<file path="config.mk">
export PLATFORM = sky130hd
export DESIGN_NAME = arbitrated_memory_interface_flat
export DESIGN_NICKNAME = d
export VERILOG_FILES = /design/src/rtl/arbitrated_memory_interface_if.sv /design/src/rtl/arbitrated_memory_interface.sv /design/src/flat_wrapper.sv
export SDC_FILE = /design/constraint.sdc
export NUM_CORES = 1
export LEC_CHECK = 0
export CAP_MARGIN = 20
export CORE_AREA = 2 2 148 150
export CTS_BUF_LIST = sky130_fd_sc_hd__clkbuf_2 sky130_fd_sc_hd__clkbuf_4 sky130_fd_sc_hd__clkbuf_8
export DETAILED_ROUTE_END_ITERATION = 8
export DIE_AREA = 0 0 150 152
export HOLD_SLACK_MARGIN = 0.1
export PLACE_DENSITY = 0.64
export SYNTH_ARGS = -nofsm -noshare
export SYNTH_HDL_FRONTEND = slang
export SYNTH_SLANG_ARGS = --single-unit
</file>
<file path="constraint.sdc">
create_clock -name clock -period 3.82 [get_ports clock]
set_input_delay 0.573 -clock clock [delete_from_list [all_inputs] [get_ports clock]]
set_output_delay 0.573 -clock clock [all_outputs]
set_load 0.02 [all_outputs]
</file>
<file path="src/rtl/arbitrated_memory_interface_if.sv">
// Shared memory-port bus between the arbiter front end and the unified memory/cache.
// The master side issues requests. The slave side accepts them and returns in-order read responses.
interface arbitrated_memory_interface_if #(
  parameter int unsigned DATA_WIDTH   = 32,
  parameter int unsigned ADDRESS_BITS = 32
);
  localparam int unsigned BE_W = DATA_WIDTH / 8;

  logic                    mem_read;
  logic                    mem_write;
  logic [BE_W-1:0]         mem_byte_en;
  logic [ADDRESS_BITS-1:0] mem_address_in;
  logic [DATA_WIDTH-1:0]   mem_data_in;
  logic                    mem_ready;
  logic                    mem_valid;
  logic [DATA_WIDTH-1:0]   mem_data_out;
  logic [ADDRESS_BITS-1:0] mem_address_out;

  modport master (
    output mem_read, mem_write, mem_byte_en, mem_address_in, mem_data_in,
    input  mem_ready, mem_valid, mem_data_out, mem_address_out
  );

  modport slave (
    input  mem_read, mem_write, mem_byte_en, mem_address_in, mem_data_in,
    output mem_ready, mem_valid, mem_data_out, mem_address_out
  );
endinterface

</file>
<file path="src/rtl/arbitrated_memory_interface.sv">
// Merges the fetch and memory-stage requests onto one shared memory port.
// In-order read responses are routed back to the originating stage through a requester-tag FIFO.
module arbitrated_memory_interface #(
  parameter int unsigned DATA_WIDTH      = 32,
  parameter int unsigned ADDRESS_BITS    = 32,
  parameter int unsigned MAX_OUTSTANDING = 4,
  parameter bit          ROUND_ROBIN     = 1'b0,
  localparam int unsigned CNT_W          = $clog2(MAX_OUTSTANDING) + 1
) (
  input  logic                      clock,
  input  logic                      reset,
  input  logic                      fetch_read,
  input  logic [ADDRESS_BITS-1:0]   fetch_address_out,
  output logic                      fetch_ready,
  output logic                      fetch_valid,
  output logic [DATA_WIDTH-1:0]     fetch_data_in,
  output logic [ADDRESS_BITS-1:0]   fetch_address_in,
  input  logic                      memory_read,
  input  logic                      memory_write,
  input  logic [DATA_WIDTH/8-1:0]   memory_byte_en,
  input  logic [ADDRESS_BITS-1:0]   memory_address_out,
  input  logic [DATA_WIDTH-1:0]     memory_data_out,
  output logic                      memory_ready,
  output logic                      memory_valid,
  output logic [DATA_WIDTH-1:0]     memory_data_in,
  output logic [ADDRESS_BITS-1:0]   memory_address_in,
  arbitrated_memory_interface_if.master mem,
  output logic [CNT_W-1:0]          outstanding,
  output logic                      resp_error
);
  localparam int unsigned PTR_W = $clog2(MAX_OUTSTANDING);
  localparam int unsigned BE_W  = DATA_WIDTH / 8;
  localparam logic [CNT_W-1:0] FULL_CNT = CNT_W'(MAX_OUTSTANDING);

  typedef enum logic {GRANT_FETCH = 1'b0, GRANT_MEM = 1'b1} grant_e;

  grant_e                     last_grant_q, last_grant_d;
  logic                       mem_req, can_issue, grant_fetch, grant_mem;
  logic                       push, pop, head_tag;
  logic [MAX_OUTSTANDING-1:0] tag_q;
  logic [PTR_W-1:0]           wr_ptr_q, rd_ptr_q;

  assign mem_req   = memory_read | memory_write;
  assign can_issue = mem.mem_ready & (outstanding != FULL_CNT);

  // Last-grant register only moves on a conflict that actually issued.
  always_ff @(posedge clock or negedge reset) begin
    if (!reset) last_grant_q <= GRANT_FETCH;
    else        last_grant_q <= last_grant_d;
  end

  always_comb begin
    last_grant_d = last_grant_q;
    grant_mem    = 1'b0;
    grant_fetch  = 1'b0;
    if (fetch_read && mem_req) begin
      if (ROUND_ROBIN) grant_mem = (last_grant_q == GRANT_FETCH);
      else             grant_mem = 1'b1;
      grant_fetch = ~grant_mem;
      if (can_issue) last_grant_d = grant_mem ? GRANT_MEM : GRANT_FETCH;
    end else begin
      grant_mem   = mem_req;
      grant_fetch = fetch_read;
    end
  end

  // Shared-port request mux and stage readies; everything idles at zero with no request.
  always_comb begin
    fetch_ready        = can_issue & grant_fetch;
    memory_ready       = can_issue & grant_mem;
    mem.mem_read       = 1'b0;
    mem.mem_write      = 1'b0;
    mem.mem_byte_en    = '0;
    mem.mem_address_in = '0;
    mem.mem_data_in    = '0;
    if (grant_mem) begin
      mem.mem_read       = can_issue & memory_read;
      mem.mem_write      = can_issue & memory_write;
      mem.mem_byte_en    = memory_byte_en;
      mem.mem_address_in = memory_address_out;
      mem.mem_data_in    = memory_data_out;
    end else if (grant_fetch) begin
      mem.mem_read       = can_issue;
      mem.mem_byte_en    = {BE_W{1'b1}};
      mem.mem_address_in = fetch_address_out;
    end
  end

  assign push     = can_issue & ((grant_fetch & fetch_read) | (grant_mem & memory_read));
  assign pop      = mem.mem_valid & (outstanding != '0);
  assign head_tag = tag_q[rd_ptr_q];

  // Requester-tag FIFO: 0 = fetch, 1 = memory stage; pointers wrap naturally (power-of-two depth).
  always_ff @(posedge clock or negedge reset) begin
    if (!reset) begin
      tag_q       <= '0;
      wr_ptr_q    <= '0;
      rd_ptr_q    <= '0;
      outstanding <= '0;
      resp_error  <= 1'b0;
    end else begin
      if (push) begin
        tag_q[wr_ptr_q] <= grant_mem;
        wr_ptr_q        <= wr_ptr_q + PTR_W'(1);
      end
      if (pop) rd_ptr_q <= rd_ptr_q + PTR_W'(1);
      outstanding <= outstanding + CNT_W'(push) - CNT_W'(pop);
      if (mem.mem_valid && outstanding == '0) resp_error <= 1'b1;
    end
  end

  // Registered response path; the non-addressed stage keeps its last data/address.
  always_ff @(posedge clock or negedge reset) begin
    if (!reset) begin
      fetch_valid       <= 1'b0;
      fetch_data_in     <= '0;
      fetch_address_in  <= '0;
      memory_valid      <= 1'b0;
      memory_data_in    <= '0;
      memory_address_in <= '0;
    end else begin
      fetch_valid  <= pop & ~head_tag;
      memory_valid <= pop & head_tag;
      if (pop && !head_tag) begin
        fetch_data_in    <= mem.mem_data_out;
        fetch_address_in <= mem.mem_address_out;
      end
      if (pop && head_tag) begin
        memory_data_in    <= mem.mem_data_out;
        memory_address_in <= mem.mem_address_out;
      end
    end
  end
endmodule
</file>
<file path="src/flat_wrapper.sv">
// flat-port wrapper written by rule: the top's interface ports become plain ports
module arbitrated_memory_interface_flat 
#(
  parameter int unsigned DATA_WIDTH      = 32,
  parameter int unsigned ADDRESS_BITS    = 32,
  parameter int unsigned MAX_OUTSTANDING = 4,
  parameter bit          ROUND_ROBIN     = 1'b0,
  localparam int unsigned CNT_W          = $clog2(MAX_OUTSTANDING) + 1
)
  (clock, reset, fetch_read, fetch_address_out, fetch_ready, fetch_valid, fetch_data_in, fetch_address_in, memory_read, memory_write, memory_byte_en, memory_address_out, memory_data_out, memory_ready, memory_valid, memory_data_in, memory_address_in, outstanding, resp_error, mem_mem_read, mem_mem_write, mem_mem_byte_en, mem_mem_address_in, mem_mem_data_in, mem_mem_ready, mem_mem_valid, mem_mem_data_out, mem_mem_address_out);
  arbitrated_memory_interface_if #(.DATA_WIDTH(DATA_WIDTH), .ADDRESS_BITS(ADDRESS_BITS)) mem_i ();
  input  logic clock;
  input  logic reset;
  input  logic fetch_read;
  input  logic [ADDRESS_BITS-1:0] fetch_address_out;
  output logic fetch_ready;
  output logic fetch_valid;
  output logic [DATA_WIDTH-1:0] fetch_data_in;
  output logic [ADDRESS_BITS-1:0] fetch_address_in;
  input  logic memory_read;
  input  logic memory_write;
  input  logic [DATA_WIDTH/8-1:0] memory_byte_en;
  input  logic [ADDRESS_BITS-1:0] memory_address_out;
  input  logic [DATA_WIDTH-1:0] memory_data_out;
  output logic memory_ready;
  output logic memory_valid;
  output logic [DATA_WIDTH-1:0] memory_data_in;
  output logic [ADDRESS_BITS-1:0] memory_address_in;
  output logic [CNT_W-1:0] outstanding;
  output logic resp_error;
  output wire logic [$bits(mem_i.mem_read)-1:0] mem_mem_read;
  output wire logic [$bits(mem_i.mem_write)-1:0] mem_mem_write;
  output wire logic [$bits(mem_i.mem_byte_en)-1:0] mem_mem_byte_en;
  output wire logic [$bits(mem_i.mem_address_in)-1:0] mem_mem_address_in;
  output wire logic [$bits(mem_i.mem_data_in)-1:0] mem_mem_data_in;
  input wire logic [$bits(mem_i.mem_ready)-1:0] mem_mem_ready;
  input wire logic [$bits(mem_i.mem_valid)-1:0] mem_mem_valid;
  input wire logic [$bits(mem_i.mem_data_out)-1:0] mem_mem_data_out;
  input wire logic [$bits(mem_i.mem_address_out)-1:0] mem_mem_address_out;
  assign mem_mem_read = mem_i.mem_read;
  assign mem_mem_write = mem_i.mem_write;
  assign mem_mem_byte_en = mem_i.mem_byte_en;
  assign mem_mem_address_in = mem_i.mem_address_in;
  assign mem_mem_data_in = mem_i.mem_data_in;
  assign mem_i.mem_ready = mem_mem_ready;
  assign mem_i.mem_valid = mem_mem_valid;
  assign mem_i.mem_data_out = mem_mem_data_out;
  assign mem_i.mem_address_out = mem_mem_address_out;
  arbitrated_memory_interface #(.DATA_WIDTH(DATA_WIDTH), .ADDRESS_BITS(ADDRESS_BITS), .MAX_OUTSTANDING(MAX_OUTSTANDING), .ROUND_ROBIN(ROUND_ROBIN)) u_core (.clock(clock), .reset(reset), .fetch_read(fetch_read), .fetch_address_out(fetch_address_out), .fetch_ready(fetch_ready), .fetch_valid(fetch_valid), .fetch_data_in(fetch_data_in), .fetch_address_in(fetch_address_in), .memory_read(memory_read), .memory_write(memory_write), .memory_byte_en(memory_byte_en), .memory_address_out(memory_address_out), .memory_data_out(memory_data_out), .memory_ready(memory_ready), .memory_valid(memory_valid), .memory_data_in(memory_data_in), .memory_address_in(memory_address_in), .mem(mem_i), .outstanding(outstanding), .resp_error(resp_error));
endmodule
</file>
# Word level (Yosys, flattened, before mapping)
# Cells that the tools add are included.
# totals
ff_bits	142
out_inout_bits	206
wordCells	58
# classes
n_addsub	4
magnitude_cmp	3
eq_ne	1
mux	16
n_bitwise	15
reduce_logical	8
# ops
op	count
$mux 32	3
$and 1x1->1	11
$mux 1	8
$mux 4	2
$lt 2x3->1 const B	2
$logic_and 1x1->1	5
$add 2x1->2 const B	2
$bwmux 4	1
$add 3x1->3	1
$logic_not 3->1	1
$ne 3x3->1 const B	1
$reduce_bool 3->1	1
$sub 3x1->3	1
$bmux 1 s2	1
$demux 1 s2	1
$ge 2x1->1 const B	1
$not 1->1	2
$or 1x1->1	2
$logic_not 1->1	1

# Longest topological paths before layout
# depth
word_depth	10
ltp_mapped	8
depth_no_buf	8

# Worst setup path after synthesis
# OpenSTA, ideal clock, no wires.
# synth_path
path_type	reg-to-reg
start	register u_core.outstanding[1]
end	register u_core.outstanding[2]
arrival_ns	2.163
slack_ns	1.534
stages_incl_launch_ff	9
n_path_buf	0
period_less_slack_ns	2.286
cell_sequence	dfrtp_1 -> o31ai_2 -> inv_1 -> ha_1 -> inv_1 -> ha_1 -> fa_1 -> xnor2_1 -> xnor2_1
# synth_via
word_cells_on_any_way	7
classes_between	add/sub (2); eq/ne (1); bitwise (3); reduce/logical (1)
# synth_lines
item	line	rtl
start: declaration	arbitrated_memory_interface.sv:28	output logic [CNT_W-1:0] outstanding,
start signal: assignment	arbitrated_memory_interface.sv:107	outstanding <= outstanding + CNT_W'(push) - CNT_W'(pop);
$reduce_bool 3->1	arbitrated_memory_interface.sv:90	assign pop = mem.mem_valid & (outstanding != '0);
$and 1x1->1	arbitrated_memory_interface.sv:90	
net u_core.pop	arbitrated_memory_interface.sv:39	logic push, pop, head_tag;
$sub 3x1->3	arbitrated_memory_interface.sv:107	
# The timed path passes the listed nets, and every way through them passes these cells.
# A chain may end at the register's enable or synchronous reset.

# Final worst setup path
# layout_path
start	input port memory_read
end	output port mem_mem_address_in[31]
# layout_via
elab_chain_cells	5
word_cells_on_any_way	6
classes_between	mux (4); bitwise (1); reduce/logical (1)
# layout_lines
item	line	rtl
start: declaration	flat_wrapper.sv:20	input logic memory_read;
$or 1x1->1 *	arbitrated_memory_interface.sv:43	assign mem_req = memory_read | memory_write;
$logic_and 1x1->1	arbitrated_memory_interface.sv:56	if (fetch_read && mem_req) begin
$mux 1	arbitrated_memory_interface.sv:56	
$mux 32	arbitrated_memory_interface.sv:82	end else if (grant_fetch) begin
$mux 32 *	arbitrated_memory_interface.sv:76	if (grant_mem) begin
end: declaration	flat_wrapper.sv:34	output wire logic [$bits(mem_i.mem_address_in)-1:0] mem_mem_address_in;
# Mark *: on every way between the ends. The rest lies on a longest branch, timed or not.

==> qor.yml <==
finish:
  diodes: 0
  final_net_count: 1036
  final_cell_count_no_fill: 1151
  final_design_area_no_fill_um2: 11020
  syn2layout_area_growth_pct: 64.58
  drive_gt1_frac: 0.2032
detailed_routing:
  vias_per_cell: 4.486
  wl_per_cell_um: 18.37
  drt_wl_total_mm: 21.15
  num_vias: 5163
  drc: 0
  first_iter_violations: 180
  ant_nets: 0
  first_pass_iters: 4
yosys:
  synth_edf_count: 0
  yosysSeqAreaShare: 0.5305
  syn_area_um2: 6698
  synth.distinct_cells: 28
  syn-mean-instance-area_um2: 13.81
  netlist_top_cells_count: "142 x dfrtp_1, 98 x mux2_4, 75 x nand2_1"
  ys.flop_type: "dfrtp_1"
  synth_area_leaders: "dfrtp_1 53%, mux2_4 22%, mux2_2 5.2%"
  netlist.top_cell.by_area: "dfrtp_1"
  syn_inst: 485
  synth.top_cell.area_share: 0.5305
  async_reset_ff_frac: 1.000
  synth_fp_nets: 663
  yosys_warnings: 0
  yosysMostFrequentCell: "dfrtp_1"
  ys_ff_latch: 142
die:
  core_um2: 21350
  pin_count: 377
  die_w_um: 150
  start_util: 0.3137
  rows: 54
  die_area_um2: 22800
  die_height_um: 152
power_and_ir_drop:
  peakVddDrop_v: 0.0002768
  power.density_nw_per_um2: 838.8
  p_int_mw: 5.910
  clkPwrFrac: 0.138
  p_switching_mw: 3.336
  power_frac_seq: 0.296
  cellLeakagePower_nw: 4.881
  pwr-share-comb: 0.565
  total_power_mw: 9.246
  swShare: 0.3608
sta:
  finalCritPeriodShare: 0.8223
  clock_skew_ns: 0.01377
  setup_tns_ns: 0
  fin_ws_ns: 0.6787
  final_hold_viol_count: 0
  fin_crit_ns: 3.141
  worst_pin_slew_ns: 0.8944
  rsz0062_at_grt: "no"
  drv_slew: 0
  fmax_mhz: 318.3
  finalSetupViolCount: 0
  slew_headroom: 0.4038
clock_tree:
  clk_path_buf_depth: 2
  clock-root-buffer: "clkbuf_8"
  clock_latency_ns: 0.44
  cts_tree: "yes"
  postCtsSetupRepairBufs: 0
  post_cts_resized: 0
  cts_buffers: 17
  clkSlewWorstSetupHoldPaths_ns: 0.09
  cts_hold_buf: 0
  cts_sinks: 142
  h-tree-depth: 4
setup_path:
  startpoint_type: "input port"
  end_kind: "output port"
  required_ns: 3.25
  path_max_fanout: 23
  cp.arrival_ns: 2.57
  path_class: "in2out"
place:
  port_buffers: 376
  hpwlAfterDp_mm: 16.07
  dp_cells: 1119
  dpl_worst_slack_ns: 0.6789
  gp_congestion: 0.8318
  post_dp_cell_area_um2: 10600
hold_path:
  min_path_type: "in2async"
global_route:
  overflow: 0
  grt_usage: 0.1840
  grt_max_degree: 96
  grt_pass1_vias: 5521
  grt_first_pass_wirelength_mm: 31.97
  antenna_found_initial: 0
outcome:
  status: "finished clean"
job:
  drv_cap: 0
## sequential cells by signal (all words and copies together) (netlist names), 2 cells and up
name,cells
u_core.wr_ptr_q,2
u_core.tag_q,4
u_core.rd_ptr_q,2
u_core.fetch_address_in,32
u_core.outstanding,3
u_core.fetch_data_in,32
u_core.memory_address_in,32
u_core.memory_data_in,32
## cells in the final DEF, fill, tap and decap left out, drive strengths merged
master / instances
or3b: 1
ha: 6
nor2: 4
clkbuf: 18
xnor2: 5
mux4: 1
buf: 9
bufinv: 3
nand3: 32
and3: 1
nand2: 76
nand4: 4
fa: 1
a32o: 4
or2: 1
clkdlybuf4s50: 375
mux2: 129
dfrtp: 142
a21o: 1
nor2b: 1
and2: 33
o211ai: 1
o31ai: 1
nor3: 1
clkinvlp: 3
clkinv: 3
inv: 15
## worst paths after layout
| path | end | slack [ns] | start | cells after the start |
|---|---|---|---|---|
| min reg2reg | u_core.resp_error | 0.49 | u_core.resp_error | 1 |
| min | u_core.fetch_address_in[30] | 0.17 | reset | 1 |
| max in group asynchronous | u_core.memory_data_in[5] | 2.84 | reset | 2 |
| max | mem_mem_address_in[31] | 0.68 | memory_read | 7 |
| max reg2reg | u_core.outstanding[2] | 1.46 | u_core.outstanding[1] | 8 |
| min in group clock | u_core.resp_error | 0.49 | u_core.resp_error | 1 |
## worst max-delay path: stages
cell	delay, ns
clkdlybuf4s50_1	0.54
nor2_2	0.13
buf_4	0.28
buf_4	0.23
nand3_1	0.09
nand2_1	0.10
clkdlybuf4s50_1	0.61
## power groups by stage
stage,logic (mW),registers (mW),clock network (mW)
floorplan,2.41,3.63,0
global route,5.51,2.84,1.39
CTS,5.30,2.75,1.32
global placement,5.26,2.74,0
detailed placement,5.28,2.77,0
finish,5.23,2.74,1.28
## cell type report
cell class              count  area, um^2
clock buffers              18       241.5
flip-flops and latches    142        3553
repair buffers            384        3862
inverters                  10       37.54
clock inverters            14       181.4
fillers                  1905       10330
well taps                 280       350.3
multi-input cells         303        2796
## layer usage
| metal | routed length, um | part of all wire | vias to the layer above | GRT usage |
|---|---|---|---|---|
| li1 | - | - | 2396 | - |
| met1 | 8197 | 0.39 | 2500 | 0.2051 |
| met2 | 10610 | 0.50 | 249 | 0.3240 |
| met3 | 2026 | 0.096 | 18 | 0.07147 |
| met4 | 313 | 0.015 | 0 | 0.05166 |
| met5 | 0 | 0 | - | 0 |
## kinds of logic (layout without fill, tap and decap cells)
family	after synthesis	count (layout)	synth area share
DFF	142	142	0.5305
AOI/OAI and AO/OA	7	7	0.01084
muxes	130	130	0.2752
adders and majority gates	7	7	0.01420
buffers and inverters	40	426	0.05305
and+or+nand+nor	154	154	0.1097
xor gates and xnor gates	5	5	0.006538
## metrics by stage
stage | hold WS (ns) | utilization
final | 0.1690 | 0.5163
after global routing | 0.2680 | 0.5163
after CTS | 0.2161 | 0.5163
after detailed placement | 0.4627 | 0.4965
after global placement | 0.4572 | 0.4965
after floorplan | 0.2774 | -
(Power assumes the default switching activity.)
